--- src/rtl/pipeline_ctrl_pkg.sv ---
// Shared types and constants for the pipeline hazard/sequencing controller.
package pipe_ctrl_pkg;

  localparam int REG_W = 5;
  localparam logic [REG_W-1:0] REG_ZERO = 5'd0;

  typedef enum logic [1:0] {
    ST_BOOT,
    ST_RUN,
    ST_MEM_WAIT,
    ST_ERROR
  } state_t;

endpackage

--- src/rtl/pipeline_ctrl_if.sv ---
// Signals between the hazard controller (master) and the pipeline datapath (slave).
interface pipeline_ctrl_if
  import pipe_ctrl_pkg::*;
#(
  parameter int CNT_W = 32
);

  logic [REG_W-1:0] id_rs1;
  logic [REG_W-1:0] id_rs2;
  logic             id_rs1_used;
  logic             id_rs2_used;
  logic [REG_W-1:0] ex_rd;
  logic             ex_mem_read;
  logic             ex_redirect;
  logic             imem_ready;
  logic             mem_req;
  logic             mem_ready;

  logic             pc_en;
  logic             if_id_valid;
  logic             if_id_flush;
  logic             id_ex_valid;
  logic             id_ex_flush;
  logic             ex_mem_valid;
  logic             mem_wb_valid;
  logic             err;
  logic [CNT_W-1:0] stall_cnt;
  logic [CNT_W-1:0] flush_cnt;

  modport master (
    input  id_rs1, id_rs2, id_rs1_used, id_rs2_used, ex_rd, ex_mem_read,
           ex_redirect, imem_ready, mem_req, mem_ready,
    output pc_en, if_id_valid, if_id_flush, id_ex_valid, id_ex_flush,
           ex_mem_valid, mem_wb_valid, err, stall_cnt, flush_cnt
  );

  modport slave (
    output id_rs1, id_rs2, id_rs1_used, id_rs2_used, ex_rd, ex_mem_read,
           ex_redirect, imem_ready, mem_req, mem_ready,
    input  pc_en, if_id_valid, if_id_flush, id_ex_valid, id_ex_flush,
           ex_mem_valid, mem_wb_valid, err, stall_cnt, flush_cnt
  );

endinterface

--- src/rtl/pipeline_ctrl_hazard_detect.sv ---
// Load-use detection: the ID instruction reads a register that a load in EX is about to write.
module hazard_detect
  import pipe_ctrl_pkg::*;
(
  input  logic [REG_W-1:0] id_rs1,
  input  logic [REG_W-1:0] id_rs2,
  input  logic             id_rs1_used,
  input  logic             id_rs2_used,
  input  logic [REG_W-1:0] ex_rd,
  input  logic             ex_mem_read,
  output logic             load_use
);

  logic rs1_hit;
  logic rs2_hit;

  assign rs1_hit  = id_rs1_used && (id_rs1 == ex_rd);
  assign rs2_hit  = id_rs2_used && (id_rs2 == ex_rd);
  // x0 is hardwired, so a load targeting it never creates a real dependency
  assign load_use = ex_mem_read && (ex_rd != REG_ZERO) && (rs1_hit || rs2_hit);

endmodule

--- src/rtl/pipeline_ctrl.sv ---
// Pipeline sequencing controller: boot priming, hazard stalls/flushes, memory-wait watchdog, perf counters.
module pipeline_ctrl
  import pipe_ctrl_pkg::*;
#(
  parameter int BOOT_CYCLES = 2,
  parameter int MEM_TIMEOUT = 64,
  parameter int CNT_W       = 32
) (
  input  logic            clk,
  input  logic            reset,
  pipeline_ctrl_if.master bus
);

  localparam int BOOT_W = $clog2(BOOT_CYCLES + 1);
  localparam int WAIT_W = $clog2(MEM_TIMEOUT + 1);

  state_t            state;
  state_t            next_state;
  logic [BOOT_W-1:0] boot_cnt;
  logic [WAIT_W-1:0] wait_cnt;
  logic [CNT_W-1:0]  stall_cnt;
  logic [CNT_W-1:0]  flush_cnt;

  logic load_use;
  logic mem_busy;
  logic frozen;
  logic boot_done;
  logic wait_expired;
  logic stall_event;
  logic redirect_taken;

  logic pc_en;
  logic if_id_valid;
  logic if_id_flush;
  logic id_ex_valid;
  logic id_ex_flush;
  logic ex_mem_valid;
  logic mem_wb_valid;
  logic err;

  hazard_detect u_hazard (
    .id_rs1      (bus.id_rs1),
    .id_rs2      (bus.id_rs2),
    .id_rs1_used (bus.id_rs1_used),
    .id_rs2_used (bus.id_rs2_used),
    .ex_rd       (bus.ex_rd),
    .ex_mem_read (bus.ex_mem_read),
    .load_use    (load_use)
  );

  assign mem_busy     = bus.mem_req && !bus.mem_ready;
  // Once waiting, only mem_ready matters; mem_req is assumed held by the frozen MEM stage
  assign frozen       = (state == ST_RUN) ? mem_busy : !bus.mem_ready;
  assign boot_done    = (boot_cnt == BOOT_W'(BOOT_CYCLES - 1));
  assign wait_expired = (wait_cnt >= WAIT_W'(MEM_TIMEOUT - 1));
  assign stall_event  = ((state == ST_RUN) || (state == ST_MEM_WAIT)) && !pc_en;

  always_ff @(posedge clk or posedge reset) begin
    if (reset) state <= ST_BOOT;
    else       state <= next_state;
  end

  always_comb begin
    next_state = state;
    unique case (state)
      ST_BOOT:     if (boot_done) next_state = ST_RUN;
      ST_RUN:      if (mem_busy) next_state = ST_MEM_WAIT;
      ST_MEM_WAIT: begin
        if (bus.mem_ready)     next_state = ST_RUN;
        else if (wait_expired) next_state = ST_ERROR;
      end
      ST_ERROR:    next_state = ST_ERROR;
      default:     next_state = ST_BOOT;
    endcase
  end

  always_comb begin
    pc_en          = 1'b0;
    if_id_valid    = 1'b0;
    if_id_flush    = 1'b0;
    id_ex_valid    = 1'b0;
    id_ex_flush    = 1'b0;
    ex_mem_valid   = 1'b0;
    mem_wb_valid   = 1'b0;
    err            = 1'b0;
    redirect_taken = 1'b0;
    unique case (state)
      ST_BOOT: begin
        if_id_flush = 1'b1;
        id_ex_flush = 1'b1;
      end
      ST_RUN, ST_MEM_WAIT: begin
        if (!frozen) begin
          ex_mem_valid = 1'b1;
          mem_wb_valid = 1'b1;
          if (bus.ex_redirect) begin
            pc_en          = 1'b1;
            if_id_flush    = 1'b1;
            id_ex_flush    = 1'b1;
            redirect_taken = 1'b1;
          end else if (load_use) begin
            id_ex_flush = 1'b1;
          end else if (!bus.imem_ready) begin
            if_id_flush = 1'b1;
            id_ex_valid = 1'b1;
          end else begin
            pc_en       = 1'b1;
            if_id_valid = 1'b1;
            id_ex_valid = 1'b1;
          end
        end
      end
      ST_ERROR: err = 1'b1;
      default: begin
        if_id_flush = 1'b1;
        id_ex_flush = 1'b1;
      end
    endcase
  end

  always_ff @(posedge clk or posedge reset) begin
    if (reset) begin
      boot_cnt  <= '0;
      wait_cnt  <= '0;
      stall_cnt <= '0;
      flush_cnt <= '0;
    end else begin
      if ((state == ST_BOOT) && !boot_done) boot_cnt <= boot_cnt + BOOT_W'(1);
      if (state == ST_RUN)
        wait_cnt <= mem_busy ? WAIT_W'(1) : '0;
      else if ((state == ST_MEM_WAIT) && !bus.mem_ready)
        wait_cnt <= wait_cnt + WAIT_W'(1);
      if (stall_event && (stall_cnt != '1))    stall_cnt <= stall_cnt + CNT_W'(1);
      if (redirect_taken && (flush_cnt != '1)) flush_cnt <= flush_cnt + CNT_W'(1);
    end
  end

  assign bus.pc_en        = pc_en;
  assign bus.if_id_valid  = if_id_valid;
  assign bus.if_id_flush  = if_id_flush;
  assign bus.id_ex_valid  = id_ex_valid;
  assign bus.id_ex_flush  = id_ex_flush;
  assign bus.ex_mem_valid = ex_mem_valid;
  assign bus.mem_wb_valid = mem_wb_valid;
  assign bus.err          = err;
  assign bus.stall_cnt    = stall_cnt;
  assign bus.flush_cnt    = flush_cnt;

endmodule

--- src/flat_wrapper.sv ---
// flat-port wrapper written by rule: the top's interface ports become plain ports
module pipeline_ctrl_flat import pipe_ctrl_pkg::*;
#(
  parameter int BOOT_CYCLES = 2,
  parameter int MEM_TIMEOUT = 64,
  parameter int CNT_W       = 32
)
  (clk, reset, bus_id_rs1, bus_id_rs2, bus_id_rs1_used, bus_id_rs2_used, bus_ex_rd, bus_ex_mem_read, bus_ex_redirect, bus_imem_ready, bus_mem_req, bus_mem_ready, bus_pc_en, bus_if_id_valid, bus_if_id_flush, bus_id_ex_valid, bus_id_ex_flush, bus_ex_mem_valid, bus_mem_wb_valid, bus_err, bus_stall_cnt, bus_flush_cnt);
  pipeline_ctrl_if #(.CNT_W(CNT_W)) bus_i ();
  input  logic clk;
  input  logic reset;
  input wire logic [$bits(bus_i.id_rs1)-1:0] bus_id_rs1;
  input wire logic [$bits(bus_i.id_rs2)-1:0] bus_id_rs2;
  input wire logic [$bits(bus_i.id_rs1_used)-1:0] bus_id_rs1_used;
  input wire logic [$bits(bus_i.id_rs2_used)-1:0] bus_id_rs2_used;
  input wire logic [$bits(bus_i.ex_rd)-1:0] bus_ex_rd;
  input wire logic [$bits(bus_i.ex_mem_read)-1:0] bus_ex_mem_read;
  input wire logic [$bits(bus_i.ex_redirect)-1:0] bus_ex_redirect;
  input wire logic [$bits(bus_i.imem_ready)-1:0] bus_imem_ready;
  input wire logic [$bits(bus_i.mem_req)-1:0] bus_mem_req;
  input wire logic [$bits(bus_i.mem_ready)-1:0] bus_mem_ready;
  output wire logic [$bits(bus_i.pc_en)-1:0] bus_pc_en;
  output wire logic [$bits(bus_i.if_id_valid)-1:0] bus_if_id_valid;
  output wire logic [$bits(bus_i.if_id_flush)-1:0] bus_if_id_flush;
  output wire logic [$bits(bus_i.id_ex_valid)-1:0] bus_id_ex_valid;
  output wire logic [$bits(bus_i.id_ex_flush)-1:0] bus_id_ex_flush;
  output wire logic [$bits(bus_i.ex_mem_valid)-1:0] bus_ex_mem_valid;
  output wire logic [$bits(bus_i.mem_wb_valid)-1:0] bus_mem_wb_valid;
  output wire logic [$bits(bus_i.err)-1:0] bus_err;
  output wire logic [$bits(bus_i.stall_cnt)-1:0] bus_stall_cnt;
  output wire logic [$bits(bus_i.flush_cnt)-1:0] bus_flush_cnt;
  assign bus_i.id_rs1 = bus_id_rs1;
  assign bus_i.id_rs2 = bus_id_rs2;
  assign bus_i.id_rs1_used = bus_id_rs1_used;
  assign bus_i.id_rs2_used = bus_id_rs2_used;
  assign bus_i.ex_rd = bus_ex_rd;
  assign bus_i.ex_mem_read = bus_ex_mem_read;
  assign bus_i.ex_redirect = bus_ex_redirect;
  assign bus_i.imem_ready = bus_imem_ready;
  assign bus_i.mem_req = bus_mem_req;
  assign bus_i.mem_ready = bus_mem_ready;
  assign bus_pc_en = bus_i.pc_en;
  assign bus_if_id_valid = bus_i.if_id_valid;
  assign bus_if_id_flush = bus_i.if_id_flush;
  assign bus_id_ex_valid = bus_i.id_ex_valid;
  assign bus_id_ex_flush = bus_i.id_ex_flush;
  assign bus_ex_mem_valid = bus_i.ex_mem_valid;
  assign bus_mem_wb_valid = bus_i.mem_wb_valid;
  assign bus_err = bus_i.err;
  assign bus_stall_cnt = bus_i.stall_cnt;
  assign bus_flush_cnt = bus_i.flush_cnt;
  pipeline_ctrl #(.BOOT_CYCLES(BOOT_CYCLES), .MEM_TIMEOUT(MEM_TIMEOUT), .CNT_W(CNT_W)) u_core (.clk(clk), .reset(reset), .bus(bus_i));
endmodule
--- config.mk ---
export PLATFORM = sky130hd
export DESIGN_NAME = pipeline_ctrl_flat
export DESIGN_NICKNAME = d
export VERILOG_FILES = /design/src/rtl/pipeline_ctrl_pkg.sv /design/src/rtl/pipeline_ctrl_if.sv /design/src/rtl/pipeline_ctrl_hazard_detect.sv /design/src/rtl/pipeline_ctrl.sv /design/src/flat_wrapper.sv
export SDC_FILE = /design/constraint.sdc
export NUM_CORES = 1
export LEC_CHECK = 0
export CAP_MARGIN = 20
export CELL_PAD_IN_SITES_DETAIL_PLACEMENT = 2
export CELL_PAD_IN_SITES_GLOBAL_PLACEMENT = 2
export CORE_MARGIN = 3
export CORE_UTILIZATION = 28
export DETAILED_ROUTE_END_ITERATION = 10
export PLACE_DENSITY = 0.76
export SKIP_CTS_REPAIR_TIMING = 1
export SLEW_MARGIN = 20
export SYNTH_ARGS = -nofsm -noshare
export SYNTH_HDL_FRONTEND = slang
export SYNTH_HIERARCHICAL = 1
export SYNTH_SLANG_ARGS = --single-unit
--- constraint.sdc ---
create_clock -name clk -period 2.8 [get_ports clk]
set_input_delay 0.84 -clock clk [delete_from_list [all_inputs] [get_ports clk]]
set_output_delay 0.84 -clock clk [all_outputs]
set_load 0.02 [all_outputs]
Yosys cells after proc, flatten, opt, wreduce, memory -nomap -nowiden --
Cells that the tools add are included.
Word-level totals: flip-flop bits (word level) 75, latch bits 0, RAM bits 0, memory bits (read-only) 0, input bits 24, output and inout port bits 72, memories kept 0
Operators by class: add/sub/neg operators 4, multipliers 0, div/mod/pow operators 0, order comparisons 1, equal/unequal tests 11, shift operators 0, muxes and demuxes 36, bitwise operators 0, reduce and logical (&&, ||, !) cells 20
Operators with widths (count):
- $add A32 B1 Y32 const B | 2
- $ne A32 B32 Y1 const B | 2
- $mux W1 | 27
- $mux W7 | 2
- $eq A5 B5 Y1 | 2
- $logic_and A1 B1 Y1 | 10
- $mux W2 | 4
- $pmux W2 S4 | 1
- $add A7 B1 Y7 const B | 1
- $ge A7 B6 Y1 const B | 1
- $reduce_bool A5 Y1 | 1
- $eq A2 B1 Y1 const B | 2
- $eq A2 B2 Y1 const B | 2
- $ne A2 B1 Y1 const B | 2
- $pmux W1 S2 | 2
- $logic_not A1 Y1 | 3
- $ne A3 B2 Y1 const B | 1
- $reduce_and A3 Y1 | 1
- $add A2 B1 Y2 const B | 1
- $logic_not A2 Y1 | 1
- $logic_or A1 B1 Y1 | 2
- $reduce_bool A2 Y1 | 1
- $reduce_or A2 Y1 | 1

Longest topological paths before layout --
word-level depth 11, gate-level depth with buffers 11, depth with buffers taken out 9

Hierarchy --
The synthesis kept the hierarchy.
Modules (own cells, without submodules):
- pipeline_ctrl | instances 1, cells an instance 372, area an instance 3852.4 µm², sequential area each 1876.8 µm²
- hazard_detect | instances 1, cells an instance 17, area an instance 133.9 µm², sequential area each 0.0 µm²

Worst setup path after synthesis --
Ideal clock, no wire load.
kind input port to output port, start in bus_ex_rd[0], end out bus_if_id_valid, arrival time 2.416 ns, setup slack -0.456 ns, stages 5, cell sequence or4_1 o21ai_1 a21oi_1 nor3_1 and2_1
Between the ends: word-level cells in the longest chain between the ends 8, elaborated cells between the ends (all ways) 12, classes of those cells eq/ne: 2; mux: 4; reduce/logical: 6
Ends and longest elaborated chain:
- from (decl) | line flat_wrapper.sv:16 | input wire logic [$bits(bus_i.ex_rd)-1:0] bus_ex_rd;
- $eq A5 B5 Y1, on equally long branches | line pipeline_ctrl_hazard_detect.sv:17, pipeline_ctrl_hazard_detect.sv:18
- $logic_and A1 B1 Y1, on equally long branches | line pipeline_ctrl_hazard_detect.sv:17, pipeline_ctrl_hazard_detect.sv:18
- $logic_or A1 B1 Y1 | line pipeline_ctrl_hazard_detect.sv:20 | assign load_use = ex_mem_read && (ex_rd != REG_ZERO) && (rs1_hit || rs2_hit);
- $logic_and A1 B1 Y1 (*) | line pipeline_ctrl_hazard_detect.sv:20
- net u_core.load_use | line pipeline_ctrl.sv:24 | logic load_use;
- $mux W1 (*) | line pipeline_ctrl.sv:101 | end else if (load_use) begin
- $mux W1 (*) | line pipeline_ctrl.sv:96 | if (bus.ex_redirect) begin
- $mux W1 (*) | line pipeline_ctrl.sv:93 | if (!frozen) begin
- $mux W1 (*) | line pipeline_ctrl.sv:87 | unique case (state)
- to (decl) | line flat_wrapper.sv:23 | output wire logic [$bits(bus_i.if_id_valid)-1:0] bus_if_id_valid;
The timed path passes the listed nets; every way through them passes the cells marked *.

Worst setup path in the final report --
start in bus_id_rs1[2], end out bus_pc_en
Between the ends: word-level cells in the longest chain between the ends 8
Ends and longest elaborated chain:
- from (decl) | line flat_wrapper.sv:12 | input wire logic [$bits(bus_i.id_rs1)-1:0] bus_id_rs1;
- $eq A5 B5 Y1 | line pipeline_ctrl_hazard_detect.sv:17 | assign rs1_hit = id_rs1_used && (id_rs1 == ex_rd);
- $logic_and A1 B1 Y1 | line pipeline_ctrl_hazard_detect.sv:17
- $logic_or A1 B1 Y1 | line pipeline_ctrl_hazard_detect.sv:20
- $logic_and A1 B1 Y1 | line pipeline_ctrl_hazard_detect.sv:20
- net u_core.load_use | line pipeline_ctrl.sv:24
- $mux W1 | line pipeline_ctrl.sv:101
- $mux W1 | line pipeline_ctrl.sv:96
- $mux W1 | line pipeline_ctrl.sv:93
- $mux W1 | line pipeline_ctrl.sv:87
- to (decl) | line flat_wrapper.sv:22 | output wire logic [$bits(bus_i.pc_en)-1:0] bus_pc_en;
The timed path passes the listed nets, and every way through them passes these cells.

==> results.json <==
{
  "finClkSkew_ps": 7.09,
  "avgSynthCellArea_um2": 10.2,
  "crit_required_ps": 1960,
  "setup_violations": 36,
  "p_per_area_nw_per_um2": 664,
  "synthTopCellsByCount": "75 x dfrtp_1, 47 x xor2_1, 32 x nand2_1",
  "fin_ws_ps": -449,
  "num_vias": 3620,
  "pre_cts_slack_ps": -1180,
  "final_net_count": 559,
  "hold_path_depth": 1,
  "maxSlewHeadroom_pct": 62.6,
  "final_layout_size_suffix_gt1_share_pct": 26.7,
  "gp_congestion": 0.777,
  "wl_per_cell_um": 21.5,
  "wirelength_um": 15200,
  "htreeDepth": 3,
  "clk_pin_slew_ps": 60,
  "finalCritPeriodShare_pct": 116,
  "yosysSeqAreaShare_pct": 47.1,
  "synthArstFlopShare_pct": 100,
  "yosys_warnings": 6,
  "antenna_left": 0,
  "tightestPinTransition_ps": 562,
  "numClockSinks": 75,
  "finalPower_w": 0.00421,
  "synth_edf_count": 0,
  "drt_iter0_drc": 89,
  "hp-class": "reg2reg",
  "antenna_found_initial": 1,
  "yosysTopAreaCell": "dfrtp_1",
  "synth_area_leaders": "dfrtp_1 47%, xor2_1 10%, xnor2_1 6.4%",
  "first_global_vias": 4048,
  "ys_ff_latch": 75,
  "drc_errors": 0,
  "maxCapViolCount": 0,
  "syn_to_final_growth_pct": 59.0,
  "vias_per_cell": 5.11,
  "initial_core_util_pct": 29.4,
  "tritoncts": "done",
  "drt-pass1-iter-count": 4,
  "synthCells": 389,
  "die_h_um": 125,
  "path_max_fanout": 4,
  "fin_tns_setup_ps": -8450,
  "dieWidth_um": 125,
  "clk_path_buf_depth": 2,
  "io_buffers": 95,
  "start_kind": "input port",
  "dieArea_um2": 15700,
  "p_leak_nw": 2.80,
  "cts_made_buffers": 9,
  "run_status": "finished with violations",
  "grt_max_degree": 76,
  "arrival_ps": 2410,
  "yosysMostFrequentCell": "dfrtp_1",
  "grt_pass1_wl_um": 22600,
  "core-area_um2": 13600,
  "fillers": 1415,
  "grt_setup_unrepaired": "true",
  "dp_hpwl_um": 9560,
  "syn_nets": 421,
  "violations": "setup timing",
  "grtUsageTotal_pct": 18.2,
  "rr_worst_depth": 7,
  "io_pins": 96,
  "clockRootBuffer": "clkbuf_16",
  "synth-main-ff-cell": "dfrtp_1",
  "netlist_area_um2": 3990,
  "grt_overflow_total": 0,
  "max_freq_mhz": 308,
  "yosysTopAreaCellShare_pct": 47.1,
  "critPathCaptureType": "output port",
  "yosysUniqueCellTypes": 45,
  "period_needed_ps": 3250,
  "worst_ir_drop_vdd_uv": 434,
  "worstSkewPairLatency_ps": 350,
  "core.rowCount": 42,
  "maxSlewViolCount": 0,
  "critPathKind": "in2out",
  "hold_violations": 0
}
## worst paths after layout
check / slack (ps) / endpoint / start
worst min register to register: 500 / u_core/boot_cnt[0] / u_core/boot_cnt[0]
min in group asynchronous: 910 / u_core/bus.stall_cnt[16] / reset
worst max register to register: 180 / u_core/bus.stall_cnt[11] / u_core/bus.stall_cnt[0]
worst max-delay path: -450 / bus_pc_en / bus_id_rs1[2]
max in group asynchronous: 1550 / u_core/bus.flush_cnt[13] / reset
worst min-delay path: 500 / u_core/boot_cnt[0] / u_core/boot_cnt[0]
## cell type report
type | count | area, um^2 | share of cell area, %
sequential | 75 | 1880 | 29.6
clock buffer | 9 | 225 | 3.55
timing repair buffer | 138 | 1370 | 21.7
multi-input combinational | 288 | 2490 | 39.3
clock inverter | 7 | 92.6 | 1.46
tap | 176 | 220 | 3.47
inverter | 15 | 56.3 | 0.888
antenna | 1 | 2.50 | 0.0395
## state kept, by name, indices dropped and copies added, names as in the netlist
name,cells
u_core/bus.flush_cnt,32
u_core/bus.stall_cnt,32
u_core/wait_cnt,7
u_core/boot_cnt,2
u_core/state,2
## placed cells by master, fill, tap and decap left out, types with 3 or more instances in the layout
| cell type | n |
|---|---|
| nand2_1 | 27 |
| and3_1 | 5 |
| clkdlybuf4s50_1 | 72 |
| nor3_4 | 9 |
| buf_6 | 19 |
| clkbuf_16 | 9 |
| clkbuf_2 | 3 |
| o21ai_0 | 4 |
| inv_2 | 3 |
| or4_4 | 4 |
| buf_4 | 29 |
| or3_1 | 4 |
| nor4_2 | 4 |
| xnor2_1 | 23 |
| and4_1 | 10 |
| a21oi_2 | 3 |
| clkinv_2 | 3 |
| dfrtp_1 | 75 |
| nand3_4 | 3 |
| xor2_1 | 45 |
| nor3_1 | 8 |
| nor2_1 | 15 |
| nand3_1 | 22 |
| and2_1 | 5 |
| nor4_4 | 8 |
| dlymetal6s2s_1 | 12 |
| nand4_1 | 21 |
| a21oi_1 | 3 |
| ha_1 | 8 |
| inv_1 | 12 |
| nand2_2 | 3 |
| xnor2_2 | 6 |
## worst max-delay path, cell delays in order
cell             delay [ps]
clkdlybuf4s50_1         440
xnor2_1                 240
nand3_1                 180
a21oi_4                 300
nand2b_4                190
a21oi_2                  70
buf_6                   130
## logic make-up after synthesis
group / share of synthesized area, %
simple gates: 26.1
xor+xnor: 16.7
fa+ha+maj: 2.51
flops: 47.1
mux: 0.816
compound gates: 4.21
buf+inv: 2.54
## routing by layer
metal | share of wire [%] | wire length [um] | global-route usage, % | vias to the layer above
met3 | 2.3 | 343 | 3.37 | 21
li1 | - | - | - | 1655
met1 | 41 | 6290 | 22.2 | 1884
met4 | 2.5 | 375 | 6.70 | 0
met5 | 0 | 0 | 0 | -
met2 | 54 | 8210 | 31.9 | 60
## power breakdown
part,switching (W),internal [W]
Clock,0.000499,0.000779
Combinational,0.000844,0.000739
Sequential,0.000160,0.00119
## metrics by stage
stage	area, um^2	utilization, %	instances	hold slack (ps)
after floorplan	4160	-	389	450
after global placement	5560	41.0	685	466
after detailed placement	5560	41.0	685	475
after CTS	5880	43.3	701	492
after global routing	6340	46.8	709	520
final	6340	46.8	709	498
(Power assumes the default switching activity.)
